==> config.mk <==
export PLATFORM = sky130hd
export DESIGN_NAME = pixel_readout_serializer
export DESIGN_NICKNAME = d
export VERILOG_FILES = /design/src/rtl/pixel_readout_serializer.sv
export SDC_FILE = /design/constraint.sdc
export NUM_CORES = 1
export LEC_CHECK = 0
export ABC_AREA = 1
export CAP_MARGIN = 40
export CORE_AREA = 2 2 109 138
export DETAILED_ROUTE_END_ITERATION = 12
export DIE_AREA = 0 0 111 140
export PLACE_DENSITY = 0.76
export SLEW_MARGIN = 20
export SYNTH_ARGS = -nofsm -noshare
export SYNTH_HDL_FRONTEND = slang
export SYNTH_SLANG_ARGS = --single-unit
==> constraint.sdc <==
create_clock -name clk -period 1.3 [get_ports clk]
set_input_delay 0.13 -clock clk [delete_from_list [all_inputs] [get_ports clk]]
set_output_delay 0.13 -clock clk [all_outputs]
set_load 0.1 [all_outputs]
==> src/rtl/pixel_readout_serializer.sv <==
// Pixel readout serializer: snapshots NUM_CH measurement words on a capture strobe and shifts
// them out MSB-first, channel 0 first, one bit per rising edge of an asynchronous readout clock.
// Every output is driven straight from a flop.
module pixel_readout_serializer #(
  parameter int unsigned NUM_CH      = 8,
  parameter int unsigned DATA_WIDTH  = 16,
  parameter int unsigned SYNC_STAGES = 2  // must be >= 2
) (
  input  logic                         clk,
  input  logic                         rst_n,
  input  logic                         capture,
  input  logic [NUM_CH*DATA_WIDTH-1:0] ch_data,
  input  logic                         rclk,
  input  logic                         overrun_clr,
  output logic                         sdata_out,
  output logic                         frame_valid,
  output logic                         busy,
  output logic                         overrun
);

  localparam int unsigned TotalBits = NUM_CH * DATA_WIDTH;
  localparam int unsigned CntWidth  = $clog2(TotalBits + 1);
  localparam logic [CntWidth-1:0] LastCnt = CntWidth'(TotalBits - 1);

  typedef enum logic [0:0] {StIdle, StShift} state_e;

  state_e                 state_q, state_d;
  logic [SYNC_STAGES-1:0] sync_q;
  logic                   rclk_dly_q;
  logic                   rclk_rise;
  logic [TotalBits-1:0]   frame_q, frame_d;
  logic [TotalBits-1:0]   capture_frame;
  logic [CntWidth-1:0]    cnt_q, cnt_d;
  logic                   sdata_q, sdata_d;
  logic                   active_q, active_d;
  logic                   overrun_q, overrun_d;
  logic                   last_bit;

  // Synchronise the readout clock and keep one delayed copy for edge detection.
  always_ff @(posedge clk) begin
    if (!rst_n) begin
      sync_q     <= '0;
      rclk_dly_q <= 1'b0;
    end else begin
      sync_q     <= {sync_q[SYNC_STAGES-2:0], rclk};
      rclk_dly_q <= sync_q[SYNC_STAGES-1];
    end
  end

  assign rclk_rise = sync_q[SYNC_STAGES-1] & ~rclk_dly_q;
  assign last_bit  = (cnt_q == LastCnt);

  // Place channel 0 in the top slot so that a left shift emits ch0 MSB first.
  always_comb begin
    capture_frame = '0;
    for (int unsigned k = 0; k < NUM_CH; k++) begin
      capture_frame[(NUM_CH-1-k)*DATA_WIDTH +: DATA_WIDTH] = ch_data[k*DATA_WIDTH +: DATA_WIDTH];
    end
  end

  // FSM state register.
  always_ff @(posedge clk) begin
    if (!rst_n) begin
      state_q <= StIdle;
    end else begin
      state_q <= state_d;
    end
  end

  // FSM next-state logic: a capture starts a frame, the last consumed bit ends it.
  always_comb begin
    state_d = state_q;
    unique case (state_q)
      StIdle: begin
        if (capture) begin
          state_d = StShift;
        end
      end
      StShift: begin
        if (rclk_rise && last_bit) begin
          state_d = StIdle;
        end
      end
      default: state_d = StIdle;
    endcase
  end

  // FSM output logic: next values of the frame register, bit counter and output flops.
  always_comb begin
    frame_d   = frame_q;
    cnt_d     = cnt_q;
    sdata_d   = sdata_q;
    overrun_d = overrun_q;
    unique case (state_q)
      StIdle: begin
        // Readout clock edges in idle are ignored; the pin is held low.
        sdata_d = 1'b0;
        if (capture) begin
          frame_d = capture_frame;
          cnt_d   = '0;
          sdata_d = capture_frame[TotalBits-1];
        end
      end
      StShift: begin
        if (rclk_rise) begin
          cnt_d   = cnt_q + CntWidth'(1);
          frame_d = frame_q << 1;
          // Present the following bit on the same edge that consumes the current one.
          sdata_d = last_bit ? 1'b0 : frame_q[TotalBits-2];
        end
        // A capture during a frame is dropped and flagged; set beats clear.
        if (capture) begin
          overrun_d = 1'b1;
        end
      end
      default: begin
        sdata_d = 1'b0;
      end
    endcase
    if (!(capture && (state_q == StShift)) && overrun_clr) begin
      overrun_d = 1'b0;
    end
    active_d = (state_d == StShift);
  end

  // Datapath and output registers.
  always_ff @(posedge clk) begin
    if (!rst_n) begin
      frame_q   <= '0;
      cnt_q     <= '0;
      sdata_q   <= 1'b0;
      active_q  <= 1'b0;
      overrun_q <= 1'b0;
    end else begin
      frame_q   <= frame_d;
      cnt_q     <= cnt_d;
      sdata_q   <= sdata_d;
      active_q  <= active_d;
      overrun_q <= overrun_d;
    end
  end

  assign sdata_out   = sdata_q;
  assign frame_valid = active_q;
  assign busy        = active_q;
  assign overrun     = overrun_q;

endmodule

==> results.md, run 1 <==
* Status: finished with violations
* Violated checks: negative setup slack
* Crit path kind: reg -> reg
* Switch Pwr at 3120 uW
* Yosys top cell area share at between 40% and 50%
* Antenna Cells at 0
* Total grt overflow at 0
* Leading post-synthesis cells by cell area: dfxtp_1 (44%), o211a_1 (20%), nand2_1 (17%)
* Hold crit path type: in -> reg
* Critical path data required time at approximately 1.6 ns
* Fin. max-slew vios at 0
* Syn_nets at between 900 and 1k
* Switching share of power at 25.4%
* Peak supply drop at 0.000847 V
* Min Tclk post-route at 1.32 ns
* Final HPWL DP at 9.08 mm
* Placed instance area at 0.00797 mm2
* IO Count at 137
* CP Max Fanout at 18
* Port bufs at around 140
* Die area at 0.0155 mm2
* Initial core utilization at 45.3%
* Maximum number of pins on one net before global-route repair at roughly 70
* Nets at 1053
* ANT nets after route at 0
* Initial antenna violation count at 0
* Vias in the first global route at ~5.5k
* Root Buffer Master: clkbuf_16
* Die Ht at 140 um
* Width of the die at 111 um
* #FFs+latches synth at 141
* Hold Vio Cnt, Final at 0
* Pwr dens at 1380 mW/mm2
* Synthesized instance count at approximately 800
* Maxcap violations at 0
* Leading area contributor after synthesis: dfxtp_1
* Via count at 5926
* All-Layer GR Usage at between 10% and 20%
* Area of the core at 0.0142 mm2
* Proportion of power drawn by combinational gates at 18.8%
* Synthesis warning total at 0
* Sequential area share after synthesis at between 40% and 50%
* DR WL/cell at approximately 14 um
* Clk Latency, worst-skew pair at 0.41 ns
* P_leak at about 0.0045 uW
* Setup Skew at 0.00745 ns
* Cell area after layout at 0.00890 mm2
* Cell Area, Synth at 0.00642 mm2
* Via/cell ratio at around 5.3
* DR pass1 iterations at 5
* CTS tree: built
* Routed WL at 15.8 mm
* Sequential Power Share at 40.3%
* Clock Tree Buf Depth at 2
* Gpl congestion at 0.736
* DRT iter0 DRCs at 383
* FMAX at 0.757 GHz
* First-pass GRT wire length at 24.8 mm
* Commonest non-fill, non-tap cells in the layout: nand2_1 (277), dfxtp_1 (139), nand3_1 (132)
* Total power at 12300 uW
* Startpoint Class: flop
* Crit path capture type: flop
* Sink Count at 141
* Least-Margin Pin Slew at 0.395 ns
* Share of total power in the clock network at 40.8%
* Layout cells sized above 1 at 9.14%
* Number of remaining DRC errors at 0
* Internal power at roughly 9200 uW
* Tcrit/Tclk final at 102%
* Num rows at 49
* CP arrival at roughly 1.6 ns
* Most common cell after layout, fill and taps aside: nand2_1
* Setup TNS at -0.0347 ns
* Syn-to-layout area delta at 38.6%
* CTS H-tree depth at 4
* RSZ-0062 raised after global routing: yes
* Final setup violation count at 2
* Post-Syn Area per Cell at 8.02 um2
* Final Worst Setup Slack at -0.0213 ns
* Clk slew on worst S/H paths at 0.06 ns
* Netlist cell types at 18
* Max-Slew Margin vs Limit at 73.7%
* Inserted Clock Buffers at 17
-- final cells by class --
class / instances / area, um2
Clock buffer: 19 / 443
Clock inverter: 11 / 169
Fill cell: 1194 / 5260
Inverter: 17 / 66.3
Multi-Input combinational cell: 570 / 3200
Sequential cell: 141 / 2830
Tap cell: 178 / 223
Timing Repair Buffer: 172 / 1970
-- layer usage --
layer / GRT usage [%] / up-vias / wire [um]
li1: - / 2981 / -
met1: 23.3 / 2768 / 6840
met2: 32.9 / 160 / 8050
met3: 3.89 / 17 / 666
met4: 5.92 / 0 / 230
met5: 0 / - / 0
-- synthesized netlist by cell type --
library cell and number:
nor2_1 11, a21oi_1 8, nand2_1 284, o21ai_0 2, ha_1 1, nand4_1 1, buf_8 1, dfxtp_1 141
o21bai_1 1, o211a_1 126, buf_4 6, buf_6 8, clkbuf_1 26, buf_2 33, inv_1 16, a21boi_0 1
nand3_1 134, inv_2 1
-- kinds of logic after synthesis --
family / Yosys count / synth area share (%)
simple gates: 430 / 27.8
flops: 141 / 44.0
fa+ha+maj: 1 / 0.195
buf+inv: 91 / 7.42
compound gates: 138 / 20.7
-- flip-flops by register name, indices dropped and copies added (netlist names) --
signal,flops
frame_q,127
cnt_q,8
sync_q,2
busy,1
overrun,1
rclk_dly_q,1
sdata_out,1
-- worst max-delay path, cell delays in order, from the launching register on --
cell and delay, ns:
dfxtp_4 0.38, inv_4 0.09, buf_6 0.19, clkbuf_16 0.22, nor2_1 0.06, o21ai_0 0.19
a21oi_1 0.06
-- metrics by stage --
step,hold WS [ns],worst slack [ns],instances,util (%)
6_report,0.155,-0.0213,1108,62.8
5_1_grt,0.169,-0.0777,1108,62.8
4_1_cts,0.141,0.00282,1104,62.0
3_5_place_dp,0.401,-0.251,1066,56.3
3_3_place_gp,0.400,-0.231,1066,56.3
2_1_floorplan,0.228,-0.214,801,-
-- power by group through the flow --
stage,clock [uW],combinational (uW),sequential (uW)
6_report,5020,2320,4960
5_1_grt,5300,2550,5000
4_1_cts,5090,2230,4950
3_5_place_dp,0,2080,5040
3_3_place_gp,0,2050,5020
2_1_floorplan,0,1330,5040
-- final timing paths --
check | start | to | slack [ns] | cells after the start
min reg2reg | sync_q[0] | sync_q[1] | 0.42 | 2
min | rst_n | overrun | 0.16 | 4
max | busy | cnt_q[0] | -0.02 | 6
max reg2reg | busy | cnt_q[0] | -0.02 | 6
-- timing repair --
| item | 4_1_cts | 5_1_grt |
|---|---|---|
| buffers inserted | 4 | 1 |
| cloned | 4 | 4 |
| hold buffers | 0 | 0 |
| pin swaps | 1 | 4 |
| resized for setup | 11 | 18 |
| setup endpoints to repair | 125 | 122 |
Power figures use the tool's default switching activity.
==> run 2: changes to the inputs <==
- CTS_BUF_LIST: unset -> sky130_fd_sc_hd__clkbuf_16
==> results.md, run 2 (same netlist as run 1, synthesis figures left out) <==
* Fin. max-slew vios at 0
* RSZ-0062 raised after global routing: yes
* Antenna Cells at 0
* Max-Slew Margin vs Limit at 73.0%
* CTS H-tree depth at 4
* DR pass1 iterations at 5
* Share of total power in the clock network at 40.5%
* Clk Latency, worst-skew pair at 0.41 ns
* Maxcap violations at 0
* Port bufs at 136
* Max reg flops at 127
* Via count at 5883
* Most common cell after layout, fill and taps aside: nand2_1
* Initial antenna violation count at 0
* DR WL/cell at 14.2 um
* Crit path kind: reg -> reg
* Inserted Clock Buffers at 17
* Setup Skew at 0.00870 ns
* Startpoint Class: flop
* Crit path capture type: flop
* Die area at 0.0155 mm2
* First-pass GRT wire length at 24.9 mm
* Width of the die at around 110 um
* Dpl cells at 1066
* IO Count at 137
* Area of the core at 0.0142 mm2
* Initial core utilization at between 40% and 50%
* P_leak at about 0.0045 uW
* Hold Vio Cnt, Final at 0
* Root Buffer Master: clkbuf_16
* Least-Margin Pin Slew at 0.404 ns
* CTS tree: built
* All-Layer GR Usage at between 10% and 20%
* Total power at 12200 uW
* Final Non-Filler Cells at 1108
* CP arrival at 1.61 ns
* Commonest non-fill, non-tap cells in the layout: nand2_1 (277), dfxtp_1 (139), nand3_1 (133)
* Vias in the first global route at 5543
* FMAX at 0.752 GHz
* Number of remaining DRC errors at 0
* Peak supply drop at 0.000846 V
* Violated checks: negative setup slack
* Nets at 1053
* Largest regs: frame_q: 127 flops, cnt_q: 8 flops, sync_q: 2 flops
* Maximum number of pins on one net before global-route repair at 72
* Num rows at 49
* Internal power at 9100 uW
* Min Tclk post-route at 1.33 ns
* Hold slack at 0.159 ns
* Core Util, Final at 62.7%
* Largest register by flop count: frame_q
* ANT nets after route at 0
* Sink Count at approximately 140
* Sequential Power Share at 40.6%
* Hold crit path type: in -> reg
* Final Worst Setup Slack at -0.0292 ns
* Switching share of power at between 20% and 30%
* Final HPWL DP at 9.08 mm
* DP Worst Slack at -0.251 ns
* Status: finished with violations
* Layout cells sized above 1 at 8.82%
* DRT iter0 DRCs at 385
* Die Ht at 140 um
* Switch Pwr at 3120 uW
* Routed WL at 15.8 mm
* Gpl congestion at between 0.7 and 0.8
* Syn-to-layout area delta at 38.3%
* Total grt overflow at 0
* Critical path data required time at 1.58 ns
* Proportion of power drawn by combinational gates at 19.0%
* Final setup violation count at 1
* Clk slew on worst S/H paths at ~0.060 ns
* Pwr dens at 1370 mW/mm2
* Via/cell ratio at between 5 and 6
* CP Max Fanout at 18
* Tcrit/Tclk final at 102%
* Clock Tree Buf Depth at 2
run 2: worst max-delay path, cell delays in order (launching register included):
cell and delay, ns:
dfxtp_4 0.38, inv_4 0.09, buf_6 0.19, clkbuf_16 0.22, nor2_1 0.06, o21ai_0 0.20, a21oi_1 0.06
run 2: worst paths after layout:
check | startpoint | to | slack, ns | cells past startpoint
worst max-delay path | busy | cnt_q[0] | -0.03 | 6
worst min-delay path | rst_n | overrun | 0.16 | 4
worst max register to register | busy | cnt_q[0] | -0.03 | 6
worst min register to register | sync_q[0] | sync_q[1] | 0.41 | 2
run 2: what timing repair did:
item / in CTS / in global routing
gates cloned: 4 / 4
pin swaps: 1 / 2
endpoints found under the setup margin: 125 / 122
hold buffers: 0 / 0
gates resized for setup: 11 / 16
hold endpoints to repair: 0 / 0
buffers inserted: 4 / 1
run 2: power groups by stage:
stage                     sequential (uW)  combinational, uW  clock [uW]
after floorplan                      5040               1330           0
after global placement               5020               2050           0
after detailed placement             5040               2080           0
after CTS                            4950               2230        5020
after global routing                 5000               2550        5230
final                                4950               2320        4940
run 2: final cells by class:
cell class                      instances  area, um2
Sequential cell                       141       2830
Tap cell                              178        223
Fill cell                            1203       5280
Clock inverter                         13        176
Timing Repair Buffer                  172       1970
Multi-Input combinational cell        570       3190
Clock buffer                           17        425
Inverter                               17       66.3
run 2: metrics by stage:
step,TNS (ns),area [um2]
global placement,-23.78,7970
CTS,0,8770
detailed placement,-26.95,7970
global route,-1.89,8880
finish,-0.0292,8880
floorplan,-24.13,6460
run 2: routing by layer:
layer	share of wire, %	up-vias	wire length [um]	GRT usage, %
li1	-	2979	-	-
met1	44	2752	6960	23.4
met2	51	137	8000	32.8
met3	3.9	15	610	3.89
met4	1.2	0	195	6.05
met5	0	-	0	0
==> run 3: changes to the inputs <==
- CORE_AREA: 2 2 109 138 -> 5 5 112 141
- DIE_AREA: 0 0 111 140 -> 0 0 117 146
- SLEW_MARGIN: 20 -> unset
==> results.md, run 3 (same netlist as run 1, synthesis figures left out) <==
* Hold Path Origin: rst_n
* Final HPWL DP at 9.69 mm
* DR WL/cell at 14.8 um
* CP arrival at 1.64 ns
* Sink Count at 141
* DR pass1 iterations at 5
* Clock Tree Buf Depth at 2
* Layout cells sized above 1 at about 11%
* CTS H-tree depth at 4
* Least-Margin Pin Slew at ~0.36 ns
* Initial antenna violation count at 0
* Fin. max-slew vios at 0
* Num rows at about 50
* Gr busiest metal: met2
* Initial core utilization at 45.2%
* Commonest non-fill, non-tap cells in the layout: nand2_1 (274), dfxtp_1 (139), clkdlybuf4s50_1 (131)
* Port bufs at 136
* Max-Slew Margin vs Limit at roughly 76%
* Largest register by flop count: frame_q
* R2R Setup Slk at -0.03 ns
* Crit Reg-Reg Startpoint: busy
* CTS tree: built
* Fillers at 1171
* Setup Skew at 0.0123 ns
* Dpl cells at 1069
* Most common cell after layout, fill and taps aside: nand2_1
* Die Ht at 146 um
* Violated checks: negative setup slack
* Maximum number of pins on one net before global-route repair at 72
* Number of remaining DRC errors at 0
* Maxcap violations at 0
* RSZ-0062 raised after global routing: yes
* Via/cell ratio at 5.32
* Core Util, Final at 64.3%
* Critical path data required time at 1.60 ns
* Grt met1 use at about 23%
* Area of the core at 0.0142 mm2
* Hold Path Stages at 4
* Peak supply drop at 0.000830 V
* Hold Vio Cnt, Final at 0
* Clk Latency, worst-skew pair at 0.41 ns
* ANT nets after route at 0
* Tcrit/Tclk final at 103%
* Hold crit path type: in -> reg
* Hold Path Sink: frame_q[0]
* Routed WL at 16.6 mm
* Setup TNS at -0.204 ns
* Register area at 0.00283 mm2
* Met3 Use GR at 3.24%
* DRT iter0 DRCs at 447
* Final Non-Filler Cells at about 1.1k
* IO Count at 137
* Final Worst Setup Slack at -0.0347 ns
* Largest regs: frame_q: 127 flops, cnt_q: 8 flops, sync_q: 2 flops
* Status: finished with violations
* Startpoint Class: flop
* Inserted Clock Buffers at 17
* Syn-to-layout area delta at 42.4%
* Pwr dens at about 1400 mW/mm2
* Clk slew on worst S/H paths at 0.06 ns
* Width of the die at 117 um
* FMAX at 0.749 GHz
* P_leak at 0.00465 uW
* Nets at 1062
* First-pass GRT wire length at ~25 mm
* Multi-input gate area at 0.00328 mm2
* FF-to-FF path depth at 8
* Gpl congestion at approximately 0.74
* Via count at 5957
* Antenna Cells at 0
* Met2 global-route usage at 29.0%
* Worst reg2reg path endpoint: cnt_q[1]
* Min Tclk post-route at approximately 1.3 ns
* Max reg flops at 127
* All-Layer GR Usage at between 15 and 20%
* Crit path kind: reg -> reg
* Total grt overflow at 0
* Vias in the first global route at 5358
* Root Buffer Master: clkbuf_16
* CP Max Fanout at 8
* Crit path capture type: flop
* Die area at 0.0171 mm2
* Total power at 12500 uW
* Final setup violation count at 18
[run 3: area by class of cell]
cell class	count	area share [%]
inverter	17	0.752
timing repair buffer	180	23.2
sequential	141	30.9
clock buffer	18	4.92
tap	178	2.44
multi-input combinational	571	35.8
clock inverter	14	1.93
[run 3: metrics by stage]
stage          setup slack (ns)  area, um2  hold WS (ns)
2_1_floorplan            -0.214       6460         0.228
3_3_place_gp             -0.238       7980         0.399
3_5_place_dp             -0.282       7980         0.403
4_1_cts                 0.00184       8790         0.136
5_1_grt                 -0.0899       9150         0.182
6_report                -0.0347       9150         0.167
[run 3: metal layers]
metal	share of wire, %	up-vias
met4	0.85	0
met3	4.2	8
li1	-	3009
met2	52	139
met5	0	-
met1	43	2801
[run 3: what timing repair did]
action,CTS,global route
pin swaps,1,4
gates resized for setup,10,36
buffers inserted,4,2
setup endpoints to repair,109,110
hold buffers,0,0
cloned,4,8
[run 3: how the worst max path moves through the flow]
stage / cells after the start / end / start / slack, ns
after floorplan: 8 / frame_q[88] / busy / -0.21
after global placement: 6 / frame_q[108] / capture / -0.24
after detailed placement: 6 / frame_q[16] / capture / -0.28
after CTS: 5 / cnt_q[5] / busy / 0.002
after global routing: 8 / cnt_q[1] / busy / -0.09
final: 8 / cnt_q[1] / busy / -0.03
[run 3: worst max-delay path: stages, from the launching register on]
cell and delay (ns):
dfxtp_4 0.41, nand3_4 0.16, buf_12 0.18, nand2_8 0.11
buf_6 0.12, buf_6 0.10, inv_2 0.04, nand2_1 0.05
a21oi_1 0.06
[run 3: power breakdown]
group,switching [uW],internal [uW]
sequential,216,4740
clock,1800,3300
combinational,1160,1280
total,3180,9320
